[src/rtl/hazard_ctrl_if.sv]
// ---------------------------------------------------------------------------
// hazard_ctrl_if
//   Bundle between the 5-stage pipeline and its sequencing controller.
//   Pipeline -> controller : ID source registers and read flags, EX
//                            destination/write/load info, EX redirect, data
//                            memory request/ready.
//   Controller -> pipeline : enable and flush strobes for PC, IF_ID, ID_EX,
//                            EX_MEM and MEM_WB.
//   modport master : pipeline side (drives status, receives enables/flushes)
//   modport slave  : controller side (hazard_ctrl)
// ---------------------------------------------------------------------------
interface hazard_ctrl_if;
  logic [4:0] id_rs1;
  logic [4:0] id_rs2;
  logic       id_uses_rs1;
  logic       id_uses_rs2;
  logic [4:0] ex_rd;
  logic       ex_reg_write;
  logic       ex_is_load;
  logic       redirect;
  logic       dmem_req;
  logic       dmem_ready;

  logic       pc_en;
  logic       if_id_en;
  logic       if_id_flush;
  logic       id_ex_en;
  logic       id_ex_flush;
  logic       ex_mem_en;
  logic       mem_wb_en;

  modport master (
    output id_rs1, id_rs2, id_uses_rs1, id_uses_rs2,
    output ex_rd, ex_reg_write, ex_is_load, redirect,
    output dmem_req, dmem_ready,
    input  pc_en, if_id_en, if_id_flush, id_ex_en, id_ex_flush,
    input  ex_mem_en, mem_wb_en
  );

  modport slave (
    input  id_rs1, id_rs2, id_uses_rs1, id_uses_rs2,
    input  ex_rd, ex_reg_write, ex_is_load, redirect,
    input  dmem_req, dmem_ready,
    output pc_en, if_id_en, if_id_flush, id_ex_en, id_ex_flush,
    output ex_mem_en, mem_wb_en
  );
endinterface

[src/rtl/hazard_ctrl.sv]
// ---------------------------------------------------------------------------
// hazard_ctrl
//   Pipeline sequencing controller for the 5-stage RISC-V core.
//   - Load-use hazards: holds PC/IF_ID and loads LOAD_LAT bubbles into ID_EX.
//   - EX redirect: squashes IF_ID and ID_EX (two wrong-path slots).
//   - Data memory busy: freezes every pipeline register.
//   Priority per cycle: memory freeze > redirect > load-use bubble.
//
// Ports
//   clk            clock
//   resetn         synchronous, active-low reset
//   pipe           hazard_ctrl_if.slave: pipeline status in, enables/flushes out
//   stall_cnt_o    load-use bubble cycles        (performance counter)
//   flush_cnt_o    redirect events acted on      (performance counter)
//   memwait_cnt_o  memory freeze cycles          (performance counter)
//
// Parameters
//   LOAD_LAT  bubbles per load-use hazard, 1..3
//   CNT_W     performance counter width
//
// Build option
//   HAZ_PERF_CNT_EN : when defined, the three saturating performance counters
//                     are built; otherwise the counter outputs are tied to 0.
// ---------------------------------------------------------------------------
module hazard_ctrl #(
  parameter int LOAD_LAT = 1,
  parameter int CNT_W    = 32
) (
  input  logic             clk,
  input  logic             resetn,
  hazard_ctrl_if.slave     pipe,
  output logic [CNT_W-1:0] stall_cnt_o,
  output logic [CNT_W-1:0] flush_cnt_o,
  output logic [CNT_W-1:0] memwait_cnt_o
);

  typedef enum logic [1:0] {
    RUN   = 2'd0,
    STALL = 2'd1,
    MWAIT = 2'd2
  } state_t;

  // Bubbles still owed after the first one, loaded on entry to STALL.
  localparam logic [1:0] BUB_INIT = 2'(LOAD_LAT - 1);

  state_t     state_q, state_d;
  logic [1:0] bub_left_q, bub_left_d;

  logic memstall;
  logic hz;
  logic bubble_issue;   // a load-use bubble goes into ID_EX this cycle
  logic flush_act;      // a redirect is acted on this cycle

  logic pc_en_d, if_id_en_d, if_id_flush_d, id_ex_en_d, id_ex_flush_d;
  logic ex_mem_en_d, mem_wb_en_d;

  assign memstall = pipe.dmem_req & ~pipe.dmem_ready;

  assign hz = pipe.ex_is_load & pipe.ex_reg_write & (pipe.ex_rd != 5'd0) &
              ((pipe.id_uses_rs1 & (pipe.id_rs1 == pipe.ex_rd)) |
               (pipe.id_uses_rs2 & (pipe.id_rs2 == pipe.ex_rd)));

  always_comb begin
    state_d       = state_q;
    bub_left_d    = bub_left_q;
    bubble_issue  = 1'b0;
    flush_act     = 1'b0;
    pc_en_d       = 1'b1;
    if_id_en_d    = 1'b1;
    if_id_flush_d = 1'b0;
    id_ex_en_d    = 1'b1;
    id_ex_flush_d = 1'b0;
    ex_mem_en_d   = 1'b1;
    mem_wb_en_d   = 1'b1;

    if (!resetn) begin
      // Hold everything and present NOPs at IF_ID / ID_EX while in reset.
      pc_en_d       = 1'b0;
      if_id_en_d    = 1'b0;
      if_id_flush_d = 1'b1;
      id_ex_en_d    = 1'b0;
      id_ex_flush_d = 1'b1;
      ex_mem_en_d   = 1'b0;
      mem_wb_en_d   = 1'b0;
      state_d       = RUN;
      bub_left_d    = 2'd0;
    end else if (memstall) begin
      // Full freeze. A pending redirect or hazard stays on the held inputs
      // and is evaluated once memory is done; STALL keeps its bubble count.
      pc_en_d     = 1'b0;
      if_id_en_d  = 1'b0;
      id_ex_en_d  = 1'b0;
      ex_mem_en_d = 1'b0;
      mem_wb_en_d = 1'b0;
      if (state_q == RUN) begin
        state_d = MWAIT;
      end
    end else if (pipe.redirect) begin
      if_id_flush_d = 1'b1;
      id_ex_flush_d = 1'b1;
      flush_act     = 1'b1;
      state_d       = RUN;
      bub_left_d    = 2'd0;
    end else if (state_q == STALL) begin
      // The hazard is not re-checked here: the load is still working its
      // way down and the owed bubble count alone decides when to resume.
      pc_en_d       = 1'b0;
      if_id_en_d    = 1'b0;
      id_ex_flush_d = 1'b1;
      bubble_issue  = 1'b1;
      bub_left_d    = bub_left_q - 2'd1;
      if (bub_left_q == 2'd1) begin
        state_d = RUN;
      end
    end else begin
      // RUN, or the first cycle after a freeze (MWAIT acts as RUN).
      state_d = RUN;
      if (hz) begin
        pc_en_d       = 1'b0;
        if_id_en_d    = 1'b0;
        id_ex_flush_d = 1'b1;
        bubble_issue  = 1'b1;
        if (LOAD_LAT > 1) begin
          state_d    = STALL;
          bub_left_d = BUB_INIT;
        end
      end
    end
  end

  always_ff @(posedge clk) begin
    if (!resetn) begin
      state_q    <= RUN;
      bub_left_q <= 2'd0;
    end else begin
      state_q    <= state_d;
      bub_left_q <= bub_left_d;
    end
  end

  assign pipe.pc_en       = pc_en_d;
  assign pipe.if_id_en    = if_id_en_d;
  assign pipe.if_id_flush = if_id_flush_d;
  assign pipe.id_ex_en    = id_ex_en_d;
  assign pipe.id_ex_flush = id_ex_flush_d;
  assign pipe.ex_mem_en   = ex_mem_en_d;
  assign pipe.mem_wb_en   = mem_wb_en_d;

`ifdef HAZ_PERF_CNT_EN
  logic [CNT_W-1:0] stall_cnt_q;
  logic [CNT_W-1:0] flush_cnt_q;
  logic [CNT_W-1:0] memwait_cnt_q;

  // Saturating counters: they stick at all-ones instead of wrapping.
  always_ff @(posedge clk) begin
    if (!resetn) begin
      stall_cnt_q   <= '0;
      flush_cnt_q   <= '0;
      memwait_cnt_q <= '0;
    end else begin
      if (bubble_issue && (stall_cnt_q != '1)) begin
        stall_cnt_q <= stall_cnt_q + 1'b1;
      end
      if (flush_act && (flush_cnt_q != '1)) begin
        flush_cnt_q <= flush_cnt_q + 1'b1;
      end
      if (memstall && (memwait_cnt_q != '1)) begin
        memwait_cnt_q <= memwait_cnt_q + 1'b1;
      end
    end
  end

  assign stall_cnt_o   = stall_cnt_q;
  assign flush_cnt_o   = flush_cnt_q;
  assign memwait_cnt_o = memwait_cnt_q;
`else
  // Event strobes only feed the counters; keep them visible but unused.
  logic unused_perf_events;
  assign unused_perf_events = bubble_issue ^ flush_act;

  assign stall_cnt_o   = '0;
  assign flush_cnt_o   = '0;
  assign memwait_cnt_o = '0;
`endif

endmodule

[src/flat_wrapper.sv]
// flat-port wrapper written by rule: the top's interface ports become plain ports
module hazard_ctrl_flat 
#(
  parameter int LOAD_LAT = 1,
  parameter int CNT_W    = 32
)
  (clk, resetn, stall_cnt_o, flush_cnt_o, memwait_cnt_o, pipe_id_rs1, pipe_id_rs2, pipe_id_uses_rs1, pipe_id_uses_rs2, pipe_ex_rd, pipe_ex_reg_write, pipe_ex_is_load, pipe_redirect, pipe_dmem_req, pipe_dmem_ready, pipe_pc_en, pipe_if_id_en, pipe_if_id_flush, pipe_id_ex_en, pipe_id_ex_flush, pipe_ex_mem_en, pipe_mem_wb_en);
  hazard_ctrl_if pipe_i ();
  input  logic clk;
  input  logic resetn;
  output logic [CNT_W-1:0] stall_cnt_o;
  output logic [CNT_W-1:0] flush_cnt_o;
  output logic [CNT_W-1:0] memwait_cnt_o;
  input wire logic [$bits(pipe_i.id_rs1)-1:0] pipe_id_rs1;
  input wire logic [$bits(pipe_i.id_rs2)-1:0] pipe_id_rs2;
  input wire logic [$bits(pipe_i.id_uses_rs1)-1:0] pipe_id_uses_rs1;
  input wire logic [$bits(pipe_i.id_uses_rs2)-1:0] pipe_id_uses_rs2;
  input wire logic [$bits(pipe_i.ex_rd)-1:0] pipe_ex_rd;
  input wire logic [$bits(pipe_i.ex_reg_write)-1:0] pipe_ex_reg_write;
  input wire logic [$bits(pipe_i.ex_is_load)-1:0] pipe_ex_is_load;
  input wire logic [$bits(pipe_i.redirect)-1:0] pipe_redirect;
  input wire logic [$bits(pipe_i.dmem_req)-1:0] pipe_dmem_req;
  input wire logic [$bits(pipe_i.dmem_ready)-1:0] pipe_dmem_ready;
  output wire logic [$bits(pipe_i.pc_en)-1:0] pipe_pc_en;
  output wire logic [$bits(pipe_i.if_id_en)-1:0] pipe_if_id_en;
  output wire logic [$bits(pipe_i.if_id_flush)-1:0] pipe_if_id_flush;
  output wire logic [$bits(pipe_i.id_ex_en)-1:0] pipe_id_ex_en;
  output wire logic [$bits(pipe_i.id_ex_flush)-1:0] pipe_id_ex_flush;
  output wire logic [$bits(pipe_i.ex_mem_en)-1:0] pipe_ex_mem_en;
  output wire logic [$bits(pipe_i.mem_wb_en)-1:0] pipe_mem_wb_en;
  assign pipe_i.id_rs1 = pipe_id_rs1;
  assign pipe_i.id_rs2 = pipe_id_rs2;
  assign pipe_i.id_uses_rs1 = pipe_id_uses_rs1;
  assign pipe_i.id_uses_rs2 = pipe_id_uses_rs2;
  assign pipe_i.ex_rd = pipe_ex_rd;
  assign pipe_i.ex_reg_write = pipe_ex_reg_write;
  assign pipe_i.ex_is_load = pipe_ex_is_load;
  assign pipe_i.redirect = pipe_redirect;
  assign pipe_i.dmem_req = pipe_dmem_req;
  assign pipe_i.dmem_ready = pipe_dmem_ready;
  assign pipe_pc_en = pipe_i.pc_en;
  assign pipe_if_id_en = pipe_i.if_id_en;
  assign pipe_if_id_flush = pipe_i.if_id_flush;
  assign pipe_id_ex_en = pipe_i.id_ex_en;
  assign pipe_id_ex_flush = pipe_i.id_ex_flush;
  assign pipe_ex_mem_en = pipe_i.ex_mem_en;
  assign pipe_mem_wb_en = pipe_i.mem_wb_en;
  hazard_ctrl #(.LOAD_LAT(LOAD_LAT), .CNT_W(CNT_W)) u_core (.clk(clk), .resetn(resetn), .pipe(pipe_i), .stall_cnt_o(stall_cnt_o), .flush_cnt_o(flush_cnt_o), .memwait_cnt_o(memwait_cnt_o));
endmodule
[config.mk]
export PLATFORM = sky130hd
export DESIGN_NAME = hazard_ctrl_flat
export DESIGN_NICKNAME = d
export VERILOG_FILES = /design/src/rtl/hazard_ctrl_if.sv /design/src/rtl/hazard_ctrl.sv /design/src/flat_wrapper.sv
export SDC_FILE = /design/constraint.sdc
export NUM_CORES = 1
export LEC_CHECK = 0
export CAP_MARGIN = 10
export CORE_UTILIZATION = 28
export DETAILED_ROUTE_END_ITERATION = 8
export GPL_TIMING_DRIVEN = 0
export PLACE_DENSITY = 0.95
export SYNTH_ARGS = -nofsm -noshare
export SYNTH_HDL_FRONTEND = slang
export SYNTH_SLANG_ARGS = --single-unit
[constraint.sdc]
create_clock -name clk -period 3.15 [get_ports clk]
set_clock_uncertainty 0.1 [all_clocks]
set_input_delay 0.315 -clock clk [delete_from_list [all_inputs] [get_ports clk]]
set_output_delay 0.315 -clock clk [all_outputs]
set_load 0.03 [all_outputs]
# After elaboration in Yosys (flattened, before gate mapping)
# Cells that the tools add are included.
dict set report totals {
  ff_bits 4
  input_bits 24
  out_inout_bits 103
  wordCells 45
}
dict set report classes {
  n_addsub 1
  n_eq_ne 6
  muxes 22
  bitwise_logic 9
  n_reduce_logical 5
}
# cell n
set ops {}
lappend ops {{$mux W1} 15}
lappend ops {{$mux W2} 7}
lappend ops {{$eq A5 B5 Y1} 2}
lappend ops {{$and A1 B1 Y1} 6}
lappend ops {{$reduce_bool A5 Y1} 1}
lappend ops {{$eq A2 B1 Y1 const B} 2}
lappend ops {{$ne A4 B3 Y1 const B} 1}
lappend ops {{$reduce_and A2 Y1} 2}
lappend ops {{$logic_not A2 Y1} 1}
lappend ops {{$ne A2 B2 Y1 const B} 1}
lappend ops {{$not A1 Y1} 2}
lappend ops {{$reduce_bool A2 Y1} 1}
lappend ops {{$sub A2 B1 Y2 const B} 1}
lappend ops {{$or A1 B1 Y1} 1}

# Longest topological paths before layout
# Gate-level depths: netlist (run 1).
dict set report logic_depth {
  ltp_word 9
  mapped_depth 5
  depth_no_buf 4
}

# Worst setup path before layout (run 1)
# Ideal clock, no wire load.
dict set report synth_path {
  path_kind {input to output}
  startpoint {input port pipe_ex_rd[3]}
  endpoint {output port pipe_id_ex_flush}
  arrival_time_ns 2.068
  slack_ns 0.667
  stages 4
  path_buffers 0
  path_cell_list {xor2_1 > nor4_2 > a32oi_1 > o311ai_0}
}
dict set report synth_via {
  elab_chain_len 9
}
# element line_no
set synth_rtl {}
lappend synth_rtl {{start, declared} flat_wrapper.sv:18} ;# input wire logic [$bits(pipe_i.ex_rd)-1:0] pipe_ex_rd;
lappend synth_rtl {{$eq A5 B5 Y1 (on tied branches)} {hazard_ctrl.sv:60, hazard_ctrl.sv:61}}
lappend synth_rtl {{$and A1 B1 Y1 (on tied branches)} {hazard_ctrl.sv:60, hazard_ctrl.sv:61}}
lappend synth_rtl {{$or A1 B1 Y1} hazard_ctrl.sv:60} ;# ((pipe.id_uses_rs1 & (pipe.id_rs1 == pipe.ex_rd)) |
lappend synth_rtl {{$and A1 B1 Y1 (*)} hazard_ctrl.sv:59} ;# assign hz = pipe.ex_is_load & pipe.ex_reg_write & (pipe.ex_rd != 5'd0) &
lappend synth_rtl {{$mux W1 (*)} hazard_ctrl.sv:118} ;# if (hz) begin
lappend synth_rtl {{$mux W1 (*)} hazard_ctrl.sv:104} ;# end else if (state_q == STALL) begin
lappend synth_rtl {{$mux W1 (*)} hazard_ctrl.sv:98} ;# end else if (pipe.redirect) begin
lappend synth_rtl {{$mux W1 (*)} hazard_ctrl.sv:87} ;# end else if (memstall) begin
lappend synth_rtl {{$mux W1 (*)} hazard_ctrl.sv:76} ;# if (!resetn) begin
lappend synth_rtl {{end, declared} flat_wrapper.sv:28} ;# output wire logic [$bits(pipe_i.id_ex_flush)-1:0] pipe_id_ex_flush;
# Mark *: on every way between the ends. The rest lies on a longest branch, timed or not.

# Worst setup path in the final report (run 1)
dict set report layout_path {
  startpoint {input port pipe_ex_rd[0]}
  endpoint {output port pipe_pc_en}
}
dict set report layout_via {
  elab_chain_len 9
}
# element line_no
set layout_rtl {}
lappend layout_rtl {{$eq A5 B5 Y1 (on tied branches)} {hazard_ctrl.sv:60, hazard_ctrl.sv:61}}
lappend layout_rtl {{$and A1 B1 Y1 (on tied branches)} {hazard_ctrl.sv:60, hazard_ctrl.sv:61}}
lappend layout_rtl {{$or A1 B1 Y1} hazard_ctrl.sv:60}
lappend layout_rtl {{$and A1 B1 Y1 (*)} hazard_ctrl.sv:59}
lappend layout_rtl {{$mux W1 (*)} hazard_ctrl.sv:118}
lappend layout_rtl {{$mux W1 (*)} hazard_ctrl.sv:104}
lappend layout_rtl {{$mux W1 (*)} hazard_ctrl.sv:98}
lappend layout_rtl {{$mux W1 (*)} hazard_ctrl.sv:87}
lappend layout_rtl {{$mux W1 (*)} hazard_ctrl.sv:76}
lappend layout_rtl {{end, declared} flat_wrapper.sv:24} ;# output wire logic [$bits(pipe_i.pc_en)-1:0] pipe_pc_en;
# Marked as above.

==> results.txt, run 1 <==
----------------------------------------------------
[Outcome]
  Result of the run ... finished, final reports clean

[Synthesis]
  Library cells used by synthesis ... 16
  Post-Synthesis Mean Instance Area ... 7.50 um2
  Post-Syn Area ... 930 um2
  Most area-consuming cells after synthesis ... sky130_fd_sc_hd__buf_4, sky130_fd_sc_hd__xor2_1, sky130_fd_sc_hd__xnor2_1
  Leading area contributor after synthesis ... sky130_fd_sc_hd__buf_4
  Cell count after synthesis ... roughly 120
  Yosys warning total ... 0
  Share of the yosys chip area belonging to registers ... 0
  Area share of the largest cell type after synthesis ... 0.799

[Floorplanning]
  Count of boundary I/O pins ... 127
  Die Footprint ... 3550 um2
  Width of the die ... about 60 um
  Starting utilization of the core area ... 0.300
  Area of the core region ... slightly above 3000 um2
  Row count ... 20
  Vertical die dimension ... 59.6 um

[Place]
  Final weighted congestion of routability-driven global placement ... 0.655
  Count of input and output buffers ... 30
  HPWL after detailed placement ... around 2.0 mm

[STA]
  Final cycle utilization of the critical path ... 0.960
  Maximum achievable frequency ... 0.331 GHz
  Sum of negative setup slack ... 0 ns
  Max Transition Viols Final ... 0
  RSZ-0062 raised after global routing ... false
  Final setup fails ... 0
  Final hold violation count ... 0
  Final critical delay including setup and external delays ... roughly 3.0 ns

[Finish]
  Area taken by flip-flops and latches ... 0 um2
  Number of antenna cells inserted ... 0
  Util after Layout ... 0.529
  Num sequential ... 0
  Clock buffers ... 0
  Area overhead of the layout relative to synthesis ... 76.6%
  Fraction of layout instances using a drive strength above 1 ... 0.406
  Multi-input combinational cell area ... 543 um2
  Final-layout fill cell count ... 318
  Final layout net count ... 275

[Setup path]
  Arrival time reported for the critical path endpoint ... between 2 and 3 ns
  Kind of capture point of the worst setup path ... output pin
  Type of the setup path with the least slack ... input port to output pin
  CP max stage delay ... 0.70 ns
  Worst endpoint required time ... 2.73 ns
  Crit path buf inv count ... 3
  Most frequent cell on the critical path ... sky130_fd_sc_hd__clkdlybuf4s50_1
  Crit path max-delay family ... buffers and inverters
  Worst-path maximum fanout ... 3
  Crit-path cells ... clkdlybuf4s50_1 -> or4_2 -> nor2_1 -> o41a_1 -> buf_4 -> clkdlybuf4s50_1
  Critical-path top delay cell ... sky130_fd_sc_hd__or4_2
  CP Launch Type ... input port

[Route]
  Pre-antenna DRT Iters ... 2
  Number of vias per cell after detailed routing ... between 2 and 3
  DRT iter0 DRCs ... 13
  Sum of routed wire length over all layers ... 2.05 mm
  Average routed wire per standard cell ... 6.99 um
  Antenna-violating nets left ... 0
  Residual DRC count ... 0
  Via count ... 836

[Worst hold path]
  Worst Min Path Start ... resetn
  End point of the worst hold path ... pipe_if_id_flush
  Class of the tightest hold or removal check ... input port to output pin
  Hold-critical path depth ... 3

[Global route]
  Met3 track demand over resource ... 0.00218
  GRT Max-Usage Layer ... met2
  Wire length of the first global-routing pass ... 2.77 mm
  Met1 Usage GRT ... 0.0844
  GR met2 Demand/Resource ... 0.242
  Number of antenna violations at the first check in global routing ... 0
  Overflow after GRT ... 0
  Vias in the first global route ... 684
  Overall fraction of global-route tracks in use ... 0.0980
  Maximum number of pins on one net before global-route repair ... 5

[Pwr]
  Tot Pwr ... 0.327 mW
  LEAKAGE ... 1.03 nW
  Pwr per Cell Area ... 199 nW/um2
  Maximum ir drop on the vdd rail ... 0.0000988 V

[Run]
  Number of maximum-capacitance constraint violations ... 0

[Clocking]
  Post-CTS Resized ... 0
  Number of hold-repair buffers added at the cts stage ... 0
  Buffers inserted by post-CTS timing repair ... 0

----------------------------------------------------
-- area by class of cell --
cell class                 instances  area share
tap                               44      0.0335
timing repair buffer              30       0.183
multi-input combinational        120       0.331
buffer                            99       0.453
-- cell usage after synthesis --
library cell,instances
sky130_fd_sc_hd__nand3_1,1
sky130_fd_sc_hd__nand2b_1,1
sky130_fd_sc_hd__nor4_2,1
sky130_fd_sc_hd__nand2_1,3
sky130_fd_sc_hd__xor2_1,8
sky130_fd_sc_hd__or4_2,1
sky130_fd_sc_hd__buf_4,99
sky130_fd_sc_hd__a32oi_1,1
sky130_fd_sc_hd__conb_1,1
sky130_fd_sc_hd__xnor2_1,2
sky130_fd_sc_hd__nor2_1,1
sky130_fd_sc_hd__and2_1,1
sky130_fd_sc_hd__nor4_1,1
sky130_fd_sc_hd__o311ai_0,1
sky130_fd_sc_hd__o41a_1,1
sky130_fd_sc_hd__and2_0,1
-- metrics by stage --
step	instances	hold slack, ns	instance area [um2]	worst slack (ns)
after floorplan	219	0.697	1290	0.667
after global placement	293	1.65	1640	0.0897
after detailed placement	293	1.65	1640	0.105
after CTS	293	1.66	1640	0.0948
after global routing	293	1.71	1640	0.00849
final	293	1.65	1640	0.125
-- tightest hold or removal path, stage by stage --
cell and delay [ns]:
sky130_fd_sc_hd__clkdlybuf4s50_1 0.49, sky130_fd_sc_hd__nand2_1 0.05, sky130_fd_sc_hd__clkdlybuf4s50_1 0.58
-- where the power goes --
group | total, mW | switching, mW | internal, mW
clock network | 0 | 0 | 0
registers | 0 | 0 | 0
logic | 0.327 | 0.200 | 0.127
-- cells in the final DEF, fill, tap and decap left out, drive strengths merged --
cell           instances
nor4                   2
nor2                   1
a32oi                  1
o41a                   1
xnor2                  2
conb                  96
clkdlybuf4s50         30
nand2b                 1
and2                   2
nand3                  1
o311ai                 1
nand2                  3
buf                   99
or4                    1
xor2                   8
-- logic make-up after synthesis --
family	count (synthesis)	synth area share
buffers and inverters	99	0.799
AO/OA/AOI/OAI	3	0.0310
other	1	0.00403
XOR/XNOR	10	0.0942
AND/OR/NAND/NOR	11	0.0713
-- worst max-delay path by stage --
stage          slack [ns]  cells after the start          start                to
2_1_floorplan        0.67                      4  pipe_ex_rd[3]  pipe_id_ex_flush
6_report             0.13                      6  pipe_ex_rd[0]        pipe_pc_en
3_3_place_gp         0.09                      6  pipe_ex_rd[0]        pipe_pc_en
5_1_grt             0.008                      7  pipe_ex_rd[4]        pipe_pc_en
3_5_place_dp         0.10                      6  pipe_ex_rd[0]        pipe_pc_en
4_1_cts              0.09                      6  pipe_ex_rd[0]        pipe_pc_en
-- layer usage --
metal,wire (um),up-vias
li1,-,444
met1,555,338
met2,1310,54
met3,183,0
met4,0,0
met5,0,-
Power figures use the tool's default switching activity.
==> run 2, diff against run 1 <==
--- a/config.mk
+++ b/config.mk
@@ -6,7 +6,9 @@
 export NUM_CORES = 1
 export LEC_CHECK = 0
 export CAP_MARGIN = 10
-export CORE_UTILIZATION = 28
+export CELL_PAD_IN_SITES_DETAIL_PLACEMENT = 0
+export CELL_PAD_IN_SITES_GLOBAL_PLACEMENT = 1
+export CORE_UTILIZATION = 16
 export DETAILED_ROUTE_END_ITERATION = 8
 export GPL_TIMING_DRIVEN = 0
 export PLACE_DENSITY = 0.95
==> run 2 against run 1 <==
Global-route usage decreased by 5.3 points. Maximum frequency rose by 2.1%. Count of clock-buffer cells in the layout stayed put. Power fell by 0.71%. Critical path depth is 1 lower. Design area increased by 2.3%. Cell count increased by 9.6%.
==> results.txt, run 2 (synthesis results as in run 1) <==
----------------------------------------------------
[Outcome]
  Result of the run ... finished, final reports clean

[Finish]
  Post-route design area ... 1680 um2
  Area overhead of the layout relative to synthesis ... 80.6%
  Num sequential ... 0
  Clock buffers ... 0
  Area taken by flip-flops and latches ... 0 um2
  Final layout net count ... 275
  Util after Layout ... 0.303
  Fraction of layout instances using a drive strength above 1 ... 0.406
  Number of antenna cells inserted ... 0
  Most used cells in the layout excluding fill and tap cells ... sky130_fd_sc_hd__buf_4, sky130_fd_sc_hd__conb_1, sky130_fd_sc_hd__clkdlybuf4s50_1
  Commonest non-fill, non-tap cell in the layout ... sky130_fd_sc_hd__buf_4

[Floorplanning]
  Count of boundary I/O pins ... approximately 130
  Vertical die dimension ... 78.2 um
  Row count ... 27
  Starting utilization of the core area ... 0.168
  Width of the die ... ~78 um
  Area of the core region ... 5540 um2
  Die Footprint ... 6120 um2

[Global route]
  Vias in the first global route ... 579
  Maximum number of pins on one net before global-route repair ... 5
  Number of antenna violations at the first check in global routing ... 0
  Wire length of the first global-routing pass ... 2.39 mm
  Overall fraction of global-route tracks in use ... 0.0451
  Overflow after GRT ... 0

[Setup path]
  Crit-path cells ... clkdlybuf4s50_1 -> or4_2 -> nor2_1 -> o41a_1 -> clkdlybuf4s50_1
  Arrival time reported for the critical path endpoint ... 2.55 ns
  Kind of capture point of the worst setup path ... output pin
  Worst-path maximum fanout ... 3
  CP max stage delay ... 0.69 ns
  CP Launch Type ... input port
  Type of the setup path with the least slack ... input port to output pin
  Critical-path top delay cell ... sky130_fd_sc_hd__clkdlybuf4s50_1
  Worst endpoint required time ... 2.73 ns
  Most frequent cell on the critical path ... sky130_fd_sc_hd__clkdlybuf4s50_1

[Worst hold path]
  Class of the tightest hold or removal check ... input port to output pin
  Hold-critical path depth ... 5
  Worst Min Path Start ... pipe_ex_reg_write
  End point of the worst hold path ... pipe_pc_en

[Route]
  DRT iter0 DRCs ... 8
  Via count ... 793
  Average routed wire per standard cell ... 5.65 um
  Antenna-violating nets left ... 0
  Sum of routed wire length over all layers ... roughly 1.8 mm
  Pre-antenna DRT Iters ... 2
  Number of vias per cell after detailed routing ... ~2.5
  Residual DRC count ... 0

[Place]
  Cell area after placement ... roughly 1700 um2
  Count of input and output buffers ... 30
  Pre-CTS setup slack ... 0.107 ns
  HPWL after detailed placement ... 1.79 mm
  Final weighted congestion of routability-driven global placement ... 0.654

[Pwr]
  LEAKAGE ... 1.04 nW
  Maximum ir drop on the vdd rail ... 0.0000496 V
  Pwr per Cell Area ... 194 nW/um2

[STA]
  Final setup fails ... 0
  Max Transition Viols Final ... 0
  Maximum achievable frequency ... 0.337 GHz
  Final hold violation count ... 0
  RSZ-0062 raised after global routing ... false
  Final cycle utilization of the critical path ... 0.941
  Post-route worst setup slack ... 0.187 ns
  Sum of negative setup slack ... 0 ns
  Final critical delay including setup and external delays ... roughly 3.0 ns

[Clocking]
  Number of hold-repair buffers added at the cts stage ... 0

[Run]
  Number of maximum-capacitance constraint violations ... 0

----------------------------------------------------
[run 2: cell count changes in the layout (fill, tap and decap cells not counted)]
| cell | before | now |
|---|---|---|
| sky130_fd_sc_hd__clkdlybuf4s50_1 | 30 | 29 |
| sky130_fd_sc_hd__dlymetal6s2s_1 | 0 | 1 |
[run 2: worst max-delay path by stage]
stage,end,from
after floorplan,pipe_id_ex_flush,pipe_ex_rd[3]
after global placement,pipe_pc_en,pipe_ex_rd[0]
after detailed placement,pipe_pc_en,pipe_ex_rd[0]
after CTS,pipe_pc_en,pipe_ex_rd[0]
after global routing,pipe_id_ex_flush,pipe_ex_rd[3]
final,pipe_if_id_en,pipe_ex_rd[0]
[run 2: layer usage]
| metal | part of all wire | wire (um) | GRT usage | vias to the layer above |
|---|---|---|---|---|
| li1 | - | - | - | 442 |
| met3 | 0.15 | 267 | 0.00349 | 0 |
| met2 | 0.55 | 999 | 0.106 | 62 |
| met5 | 0 | 0 | 0 | - |
| met1 | 0.30 | 546 | 0.0421 | 289 |
| met4 | 0 | 0 | 0 | 0 |
[run 2: final cells by class]
cell class                 count  area, um2
buffer                        99        743
fill                         594       3860
timing repair buffer          30        303
tap                           72       90.1
multi-input combinational    120        543
[run 2: critical path: cells and delay by family]
family                 cells  cell delay (ns)
AO/OA/AOI/OAI              1             0.22
AND/OR/NAND/NOR            2             0.86
buffers and inverters      2             1.15
[run 2: per-stage QoR]
| step | hold WS [ns] | power, mW | std cells |
|---|---|---|---|
| CTS | 1.68 | 0.320 | 321 |
| finish | 1.60 | 0.325 | 321 |
| global placement | 1.67 | 0.319 | 321 |
| floorplan | 0.697 | 0.273 | 219 |
| global route | 1.66 | 0.342 | 321 |
| detailed placement | 1.67 | 0.320 | 321 |
[run 2: timing repair]
action                     in CTS  in global routing
resized for setup               0                  1
buffers inserted                0                  0
setup endpoints to repair       0                  1
[run 2: where the power goes]
| part | internal (mW) | switching [mW] | total [mW] |
|---|---|---|---|
| Clock | 0 | 0 | 0 |
| Sequential | 0 | 0 | 0 |
| Combinational | 0.127 | 0.198 | 0.325 |
| Total | 0.127 | 0.198 | 0.325 |
